<file path="src/rtl/cond_unit_if.sv">
// Execute-stage bundle between decoder/ALU and the condition unit.
// The slave side is the condition unit; the master side drives instructions and reads results.
interface cond_unit_if;
  logic [3:0] alu_flags;
  logic       instr_valid;
  logic [3:0] cond;
  logic [1:0] flag_w;
  logic       pc_src_in;
  logic       reg_write_in;
  logic       mem_write_in;
  logic       save_flags;
  logic       restore_flags;
  logic [3:0] flags_o;
  logic       cond_ex;
  logic       pc_src;
  logic       reg_write;
  logic       mem_write;
  logic [3:0] shadow_cnt;
  logic       stack_err;

  modport master (
    output alu_flags, instr_valid, cond, flag_w, pc_src_in, reg_write_in, mem_write_in,
           save_flags, restore_flags,
    input  flags_o, cond_ex, pc_src, reg_write, mem_write, shadow_cnt, stack_err
  );

  modport slave (
    input  alu_flags, instr_valid, cond, flag_w, pc_src_in, reg_write_in, mem_write_in,
           save_flags, restore_flags,
    output flags_o, cond_ex, pc_src, reg_write, mem_write, shadow_cnt, stack_err
  );
endinterface

</file>
<file path="src/rtl/cond_unit.sv">
// NZCV flag register with condition evaluation, strobe gating and a shadow stack
// that preserves flags across nested interrupt entry and return.
module cond_unit #(
  parameter int unsigned SHADOW_DEPTH = 2
) (
  input  logic        clk,
  input  logic        rst_n,
  cond_unit_if.slave  bus
);

  localparam int unsigned FLAG_W = 4;
  localparam int unsigned CNT_W  = 4;

  logic [FLAG_W-1:0] flags_q, flags_d;
  logic [CNT_W-1:0]  cnt_q, cnt_d;
  logic              err_q, err_d;
  logic [FLAG_W-1:0] shadow_q [SHADOW_DEPTH];
  logic [FLAG_W-1:0] shadow_d [SHADOW_DEPTH];

  logic n_f, z_f, c_f, v_f;
  logic cond_ex_c;
  logic flag_wr;
  logic push, pop;

  assign n_f = flags_q[3];
  assign z_f = flags_q[2];
  assign c_f = flags_q[1];
  assign v_f = flags_q[0];

  // Condition decode against the pre-update flags so the result is available this cycle.
  always_comb begin
    cond_ex_c = 1'b0;
    unique case (bus.cond)
      4'h0: cond_ex_c = z_f;
      4'h1: cond_ex_c = ~z_f;
      4'h2: cond_ex_c = c_f;
      4'h3: cond_ex_c = ~c_f;
      4'h4: cond_ex_c = n_f;
      4'h5: cond_ex_c = ~n_f;
      4'h6: cond_ex_c = v_f;
      4'h7: cond_ex_c = ~v_f;
      4'h8: cond_ex_c = c_f & ~z_f;
      4'h9: cond_ex_c = ~c_f | z_f;
      4'hA: cond_ex_c = (n_f == v_f);
      4'hB: cond_ex_c = (n_f != v_f);
      4'hC: cond_ex_c = ~z_f & (n_f == v_f);
      4'hD: cond_ex_c = z_f | (n_f != v_f);
      4'hE: cond_ex_c = 1'b1;
      default: cond_ex_c = 1'b0;
    endcase
  end

  assign flag_wr = bus.instr_valid & cond_ex_c;
  assign push    = bus.save_flags & ~bus.restore_flags;
  assign pop     = bus.restore_flags & ~bus.save_flags;

  // Next state: flag write first, then a successful pop overrides it.
  always_comb begin
    flags_d  = flags_q;
    cnt_d    = cnt_q;
    err_d    = err_q;
    shadow_d = shadow_q;

    if (flag_wr) begin
      if (bus.flag_w[1]) flags_d[3:2] = bus.alu_flags[3:2];
      if (bus.flag_w[0]) flags_d[1:0] = bus.alu_flags[1:0];
    end

    if (bus.save_flags & bus.restore_flags) begin
      err_d = 1'b1;
    end else if (push) begin
      if (cnt_q == CNT_W'(SHADOW_DEPTH)) begin
        err_d = 1'b1;
      end else begin
        for (int unsigned i = 0; i < SHADOW_DEPTH; i++) begin
          if (cnt_q == CNT_W'(i)) shadow_d[i] = flags_q;
        end
        cnt_d = CNT_W'(cnt_q + CNT_W'(1));
      end
    end else if (pop) begin
      if (cnt_q == CNT_W'(0)) begin
        err_d = 1'b1;
      end else begin
        for (int unsigned i = 0; i < SHADOW_DEPTH; i++) begin
          if (cnt_q == CNT_W'(i + 1)) flags_d = shadow_q[i];
        end
        cnt_d = CNT_W'(cnt_q - CNT_W'(1));
      end
    end
  end

  always_ff @(posedge clk) begin
    if (!rst_n) begin
      flags_q <= '0;
      cnt_q   <= '0;
      err_q   <= 1'b0;
      for (int unsigned i = 0; i < SHADOW_DEPTH; i++) shadow_q[i] <= '0;
    end else begin
      flags_q <= flags_d;
      cnt_q   <= cnt_d;
      err_q   <= err_d;
      for (int unsigned i = 0; i < SHADOW_DEPTH; i++) shadow_q[i] <= shadow_d[i];
    end
  end

  assign bus.flags_o    = flags_q;
  assign bus.shadow_cnt = cnt_q;
  assign bus.stack_err  = err_q;
  assign bus.cond_ex    = cond_ex_c;
  assign bus.pc_src     = bus.pc_src_in    & cond_ex_c & bus.instr_valid;
  assign bus.reg_write  = bus.reg_write_in & cond_ex_c & bus.instr_valid;
  assign bus.mem_write  = bus.mem_write_in & cond_ex_c & bus.instr_valid;

endmodule
</file>
<file path="src/flat_wrapper.sv">
// flat-port wrapper written by rule: the top's interface ports become plain ports
module cond_unit_flat 
#(
  parameter int unsigned SHADOW_DEPTH = 2
)
  (clk, rst_n, bus_alu_flags, bus_instr_valid, bus_cond, bus_flag_w, bus_pc_src_in, bus_reg_write_in, bus_mem_write_in, bus_save_flags, bus_restore_flags, bus_flags_o, bus_cond_ex, bus_pc_src, bus_reg_write, bus_mem_write, bus_shadow_cnt, bus_stack_err);
  cond_unit_if bus_i ();
  input  logic clk;
  input  logic rst_n;
  input wire logic [$bits(bus_i.alu_flags)-1:0] bus_alu_flags;
  input wire logic [$bits(bus_i.instr_valid)-1:0] bus_instr_valid;
  input wire logic [$bits(bus_i.cond)-1:0] bus_cond;
  input wire logic [$bits(bus_i.flag_w)-1:0] bus_flag_w;
  input wire logic [$bits(bus_i.pc_src_in)-1:0] bus_pc_src_in;
  input wire logic [$bits(bus_i.reg_write_in)-1:0] bus_reg_write_in;
  input wire logic [$bits(bus_i.mem_write_in)-1:0] bus_mem_write_in;
  input wire logic [$bits(bus_i.save_flags)-1:0] bus_save_flags;
  input wire logic [$bits(bus_i.restore_flags)-1:0] bus_restore_flags;
  output wire logic [$bits(bus_i.flags_o)-1:0] bus_flags_o;
  output wire logic [$bits(bus_i.cond_ex)-1:0] bus_cond_ex;
  output wire logic [$bits(bus_i.pc_src)-1:0] bus_pc_src;
  output wire logic [$bits(bus_i.reg_write)-1:0] bus_reg_write;
  output wire logic [$bits(bus_i.mem_write)-1:0] bus_mem_write;
  output wire logic [$bits(bus_i.shadow_cnt)-1:0] bus_shadow_cnt;
  output wire logic [$bits(bus_i.stack_err)-1:0] bus_stack_err;
  assign bus_i.alu_flags = bus_alu_flags;
  assign bus_i.instr_valid = bus_instr_valid;
  assign bus_i.cond = bus_cond;
  assign bus_i.flag_w = bus_flag_w;
  assign bus_i.pc_src_in = bus_pc_src_in;
  assign bus_i.reg_write_in = bus_reg_write_in;
  assign bus_i.mem_write_in = bus_mem_write_in;
  assign bus_i.save_flags = bus_save_flags;
  assign bus_i.restore_flags = bus_restore_flags;
  assign bus_flags_o = bus_i.flags_o;
  assign bus_cond_ex = bus_i.cond_ex;
  assign bus_pc_src = bus_i.pc_src;
  assign bus_reg_write = bus_i.reg_write;
  assign bus_mem_write = bus_i.mem_write;
  assign bus_shadow_cnt = bus_i.shadow_cnt;
  assign bus_stack_err = bus_i.stack_err;
  cond_unit #(.SHADOW_DEPTH(SHADOW_DEPTH)) u_core (.clk(clk), .rst_n(rst_n), .bus(bus_i));
endmodule
</file>
<file path="config.mk">
export PLATFORM = sky130hd
export DESIGN_NAME = cond_unit_flat
export DESIGN_NICKNAME = d
export VERILOG_FILES = /design/src/rtl/cond_unit_if.sv /design/src/rtl/cond_unit.sv /design/src/flat_wrapper.sv
export SDC_FILE = /design/constraint.sdc
export NUM_CORES = 1
export LEC_CHECK = 0
export ABC_AREA = 1
export CORE_UTILIZATION = 48
export DETAILED_ROUTE_END_ITERATION = 16
export GPL_TIMING_DRIVEN = 0
export PLACE_DENSITY = 0.86
export SYNTH_ARGS = -nofsm -noshare
export SYNTH_HDL_FRONTEND = slang
export SYNTH_SLANG_ARGS = --single-unit
</file>
<file path="constraint.sdc">
create_clock -name clk -period 1.9 [get_ports clk]
set_clock_uncertainty 0.05 [all_clocks]
set_input_delay 0.38 -clock clk [delete_from_list [all_inputs] [get_ports clk]]
set_output_delay 0.38 -clock clk [all_outputs]
set_load 0.02 [all_outputs]
</file>
==> flow_summary.yaml, run 1 <==
run_status:
  status: "finished with violations"
  violations: "negative setup slack"
timing:
  rsz0062_at_grt: "true"
  worst_pin_slew_ns: 0.366
  fmax_mhz: 509
  post-route-period-util_pct: 103
  slew_viol_final: 0
  period_needed_ns: 1.96
  whs_ns: 0.395
  setup_violations: 3
  slew_headroom_pct: 75.6
  fin_ws_ns: -0.0630
  hold_violations: 0
  finalSetupTns_ns: -0.165
logic_synthesis:
  synth.distinct_cells: 28
  ys_ff_latch: 17
  ys_seq_area_share_pct: 28.1
  syn_avg_cell_area_um2: 6.27
  synthCells: 193
  synth_fp_nets: 215
  synthesis.area_um2: 1210
  ys_warn_count: 0
global_routing:
  grt_antenna_before_repair: 0
  grt_pass1_wl_um: 4870
  grt_pass1_vias: 1156
  grt.overflow.total: 0
  track_usage_pct: 24.2
  grt_max_degree: 11
worst_setup_path:
  cp.arrival_ns: 1.53
  worstReg2RegStart: "u_core.bus.shadow_cnt[1]"
  critPathBufInv: 2
  crit_path_cell_trace: "inv_4 > nand2_4 > nand2_2 > nand2_2 > a21boi_2 > nor2_4 > nand3_4 > nand2_4 > nor2_2 > buf_6"
  rr_worst_depth: 8
  r2r_end: "u_core.bus.shadow_cnt[2]"
  crit_type: "reg2out"
  slowest_stage: "dfxtp_4"
  cp_top_family: "simple AND/OR/NAND/NOR gates"
  r2r_slack_ns: 0.16
  crit_start: "u_core.bus.flags_o[0]"
  startpoint_type: "flip-flop"
  end_kind: "output pin"
  cpPeakStageDelay_ns: 0.38
  cp_max_fo: 4
  cp.required_ns: 1.47
min_path:
  min_to: "u_core.shadow_q[6]"
  hp-start: "u_core.shadow_q[6]"
  hold_class: "reg2reg"
  whs_path_depth: 2
cells_and_area:
  drive_gt1_share_pct: 22.2
  fin_nets: 257
  diodes: 0
  fin_util_pct: 73.3
  areaGrowthSynthToFinish_pct: 39.1
  layout_common_cells: "31 x nand2_1, 31 x inv_1, 22 x o21ai_0, 20 x clkdlybuf4s50_1, 18 x nand3_1"
drt:
  drt-initial-drc-count: 28
  wl_per_cell_um: 11.6
  dr.pass1.iters: 4
  totalWireLength_um: 3040
  vias: 1316
  route.detailed.drc: 0
  postRouteAntennaNets: 0
  drt-vias-per-instance: 5.02
placement:
  numPortBuffers: 29
  pre_cts_slack_ns: -0.915
  gp_congestion: 0.865
  dp_hpwl_um: 2140
clock_tree:
  cts.sinks: 17
  numCtsBuffers: 3
  cts_tree: "done"
  clk_pin_slew_worst_paths_ns: 0.10
  cts_htree_levels: 1
  clk-insertion-delay-late_ns: 0.30
  root_buffer: "clkbuf_4"
  clock_path_buffers: 2
floorplan:
  initial_core_util_pct: 52.7
  core_um2: 2300
  rows: 17
  io_pins: 31
  die_area_um2: 2730
  dieWidth_um: 52.2
  die_height_um: 52.2
power_and_ir_drop:
  leakage_nw: 0.816
  cellPowerDensity_nw_per_um2: 653
  peakVddDrop_uv: 607
job:
  drv_cap: 0
## metrics by stage
stage               area [um^2]  cells  total power, mW
CTS                        1640    261             1.09
floorplan                  1210    193            0.701
finish                     1680    262             1.10
detailed placement         1540    250            0.857
global placement           1540    250            0.852
global route               1680    262             1.18
## flip-flops by register name, indices dropped and copies added (netlist names)
signal and cells:
u_core.shadow_q 8, u_core.bus.flags_o 4, u_core.bus.stack_err 1, u_core.bus.shadow_cnt 4
## synth_stat cells
cell type	number	area (um^2)
nand2_1	34	128
a21oi_2	1	8.76
and3_1	1	6.26
a21boi_2	1	11.3
o211ai_1	2	15.0
nand4_1	1	6.26
nand2_2	6	37.5
o21ai_0	23	115
o21ai_1	1	5.00
nand3_4	1	17.5
nand3_2	2	20.0
dfxtp_1	17	340
or2_1	1	6.26
clkbuf_1	1	3.75
ha_1	4	50.1
clkinv_1	2	7.51
inv_2	2	7.51
nor2_4	1	11.3
nor2_2	2	12.5
nor3_1	1	5.00
xor2_1	1	8.76
a211oi_1	1	7.51
inv_1	33	124
nand3_1	19	95.1
buf_2	1	5.00
a21oi_1	16	80.1
nor2_1	17	63.8
nand2_4	1	11.3
## routing by layer
layer,global-route usage [%],wire (um),vias to the layer above
met5,0,0,-
met4,3.95,16,0
met3,5.22,147,3
met2,43.6,1420,27
met1,29.6,1460,582
li1,-,-,704
## logic make-up after synthesis
logic type,share of synthesized area (%)
AND/OR/NAND/NOR,34.7
AO/OA/AOI/OAI,20.1
flip-flops,28.1
XOR/XNOR,0.724
buffers and inverters,12.2
adder cells (fa/ha/maj),4.14
## final cells by class
| class | count | area, um^2 |
|---|---|---|
| buffer | 2 | 8.76 |
| clock buffer | 3 | 22.5 |
| clock inverter | 1 | 5.00 |
| fill | 195 | 614 |
| inverter | 37 | 144 |
| multi-input combinational | 137 | 759 |
| sequential | 17 | 357 |
| tap | 28 | 35.0 |
| timing repair buffer | 37 | 352 |
## power breakdown
group	switching, mW	internal (mW)	leakage [nW]
Sequential	0.0376	0.394	0.142
Combinational	0.264	0.203	0.656
Clock	0.121	0.0786	0.0177
## repair_timing
item,in CTS,in global routing
setup buffers,7,1
endpoints found under the setup margin,6,15
hold buffers,0,0
endpoints found under the hold margin,0,0
pin swaps,2,1
resized for setup,47,12
## worst min-delay path, cell delays in order (launching register included)
cell     delay [ns]
dfxtp_1        0.32
inv_1          0.04
a21oi_1        0.05
## worst max path at each step
stage / endpoint / slack (ns) / cells after the start
2_1_floorplan: bus_mem_write / 0.005 / 10
3_3_place_gp: bus_mem_write / -0.91 / 12
3_5_place_dp: bus_mem_write / -0.91 / 12
4_1_cts: bus_reg_write / -0.06 / 10
5_1_grt: bus_pc_src / -0.18 / 10
6_report: bus_pc_src / -0.06 / 10
Power figures use the tool's default switching activity.
==> inputs of run 2 (changes only) <==
--- a/config.mk
+++ b/config.mk
@@ -6,10 +6,12 @@
 export NUM_CORES = 1
 export LEC_CHECK = 0
 export ABC_AREA = 1
+export CORE_MARGIN = 3
 export CORE_UTILIZATION = 48
 export DETAILED_ROUTE_END_ITERATION = 16
 export GPL_TIMING_DRIVEN = 0
 export PLACE_DENSITY = 0.86
+export SETUP_SLACK_MARGIN = 0.5
 export SYNTH_ARGS = -nofsm -noshare
 export SYNTH_HDL_FRONTEND = slang
 export SYNTH_SLANG_ARGS = --single-unit
==> run 2 against run 1 <==
The run still ends with negative setup slack left. Sequential power up 3%. Flip-flop and latch count unchanged. Highest routed layer unchanged. Global-route usage down 0.26 points.
==> flow_summary.yaml, run 2 (synthesis results as in run 1) <==
min_path:
  whs_path_depth: 2
  min_to: "u_core.bus.stack_err"
  hp-start: "u_core.bus.stack_err"
  hold_class: "reg2reg"
floorplan:
  io_pins: 31
  core_um2: 2300
  die_area_um2: 3160
  dieWidth_um: 56.2
  initial_core_util_pct: 52.7
  die_height_um: 56.2
  rows: 17
worst_setup_path:
  crit_type: "in2out"
  rr_worst_depth: 14
  end_kind: "output pin"
  cp.arrival_ns: 1.64
  r2r_end: "u_core.bus.flags_o[2]"
  startpoint_type: "input pin"
  crit_path_frequent_cell: "nand2_1"
  crit_path_cell_trace: "clkdlybuf4s15_2 > inv_1 > nor2_2 > nand2_1 > nand2_1 > nand2_1 > nand2_2 > inv_2 > nand3_4 > nand2_8 > nor2_4 > buf_6"
  cpPeakStageDelay_ns: 0.22
  cp_max_fo: 4
  cp_top_family: "simple AND/OR/NAND/NOR gates"
  critPathBufInv: 4
  cp.required_ns: 1.47
  r2r_slack_ns: 0.19
  slowest_stage: "clkdlybuf4s15_2"
  worstReg2RegStart: "u_core.bus.flags_o[0]"
clock_tree:
  clk_pin_slew_worst_paths_ns: 0.11
  root_buffer: "clkbuf_4"
  cts_hold_buf: 0
  clock_path_buffers: 2
  cts_tree: "done"
  clk-insertion-delay-late_ns: 0.31
  cts_htree_levels: 1
  numCtsBuffers: 3
  cts.sinks: 17
global_routing:
  grt_pass1_wl_um: 6020
  track_usage_pct: 23.9
  grt.overflow.total: 0
  grt_max_degree: 11
  grtUsageMet2_pct: 42.7
  grt_antenna_before_repair: 0
  use_met3_pct: 4.18
  met1_usage_pct: 28.2
  grt-busiest-layer: "met2"
  grt_pass1_vias: 1394
placement:
  gp_congestion: 0.850
  place_area_um2: 1610
  dp_hpwl_um: 2310
  numPortBuffers: 29
cells_and_area:
  layout_commonest_cell: "nand2_1"
  layout_common_cells: "29 x nand2_1, 24 x inv_1, 21 x buf_4, 18 x nand3_1, 16 x a21oi_1"
  fill_cells: 129
  largest_reg_flops: 8
  fin_nets: 274
  drive_gt1_share_pct: 41.0
  multi_input_area_um2: 898
  regArea_um2: 364
  top_register: "u_core.shadow_q"
  areaGrowthSynthToFinish_pct: 62.4
  fin_area_um2: 1960
  diodes: 0
power_and_ir_drop:
  leakage_nw: 0.926
  peakVddDrop_uv: 813
  cellPowerDensity_nw_per_um2: 673
  power_mw: 1.32
timing:
  fin_ws_ns: -0.166
  worst_pin_slew_ns: 0.298
  post-route-period-util_pct: 109
  setup_violations: 4
  slew_headroom_pct: 80.0
  period_needed_ns: 2.07
  slew_viol_final: 0
  whs_ns: 0.411
  rsz0062_at_grt: "true"
  hold_violations: 0
  fmax_mhz: 484
drt:
  route.detailed.drc: 0
  drt-initial-drc-count: 126
  vias: 1581
  drt-vias-per-instance: 5.67
  postRouteAntennaNets: 0
  totalWireLength_um: 4200
  wl_per_cell_um: 15.0
  dr.pass1.iters: 5
run_status:
  status: "finished with violations"
  violations: "negative setup slack"
job:
  drv_cap: 0
[run 2: changes by cell type in the layout (fill, tap and decap cells not counted), moves of 5 or more]
cell	previous run	this run
clkdlybuf4s50_1	20	11
o21ai_0	22	13
o21ai_2	0	6
buf_4	8	21
buf_6	3	11
nor2_4	3	8
inv_1	31	24
[run 2: worst min-delay path: cells and delay by family (launching register included)]
family | cells | cell delay, ns
buf+inv | 1 | 0.05
flops | 1 | 0.33
compound gates | 1 | 0.05
[run 2: cell type report]
class                           instances  area share [%]
Clock inverter                          1           0.255
Tap cell                               28            1.78
Sequential cell                        17            18.5
Buffer                                  2            1.02
Inverter                               37            7.77
Multi-Input combinational cell        137            45.7
Timing Repair Buffer                   54            23.8
Clock buffer                            3            1.15
[run 2: layer usage]
| metal | vias to the layer above | part of all wire [%] |
|---|---|---|
| li1 | 745 | - |
| met1 | 723 | 39 |
| met2 | 93 | 48 |
| met3 | 20 | 9.1 |
| met4 | 0 | 3.9 |
| met5 | - | 0 |
[run 2: through the flow]
step           util (%)  worst slack [ns]  TNS (ns)  cells
2_1_floorplan         -             0.162         0    193
6_report           85.5            -0.166    -0.515    279
3_5_place_dp       70.3            -0.993     -5.35    250
5_1_grt            85.5            -0.206    -0.660    279
3_3_place_gp       70.3            -0.987     -4.77    250
4_1_cts            80.2           -0.0854    -0.203    272
[run 2: power breakdown]
part	switching (mW)	internal (mW)	total [mW]
logic	0.371	0.299	0.669
clock network	0.130	0.0789	0.209
registers	0.0485	0.396	0.445
total	0.549	0.774	1.32
[run 2: worst max path at each step]
stage / depth (start not counted) / end / start
2_1_floorplan: 10 / bus_mem_write / bus_cond[0]
3_3_place_gp: 12 / bus_mem_write / bus_cond[1]
3_5_place_dp: 12 / bus_mem_write / bus_cond[1]
4_1_cts: 10 / bus_pc_src / u_core.bus.flags_o[0]
5_1_grt: 10 / bus_pc_src / bus_cond[2]
6_report: 12 / bus_pc_src / bus_cond[2]
[run 2: what timing repair did]
| action | in CTS | in global routing |
|---|---|---|
| gates resized for setup | 99 | 34 |
| pin swaps | 14 | 11 |
| setup endpoints to repair | 29 | 26 |
| buffers inserted | 18 | 7 |
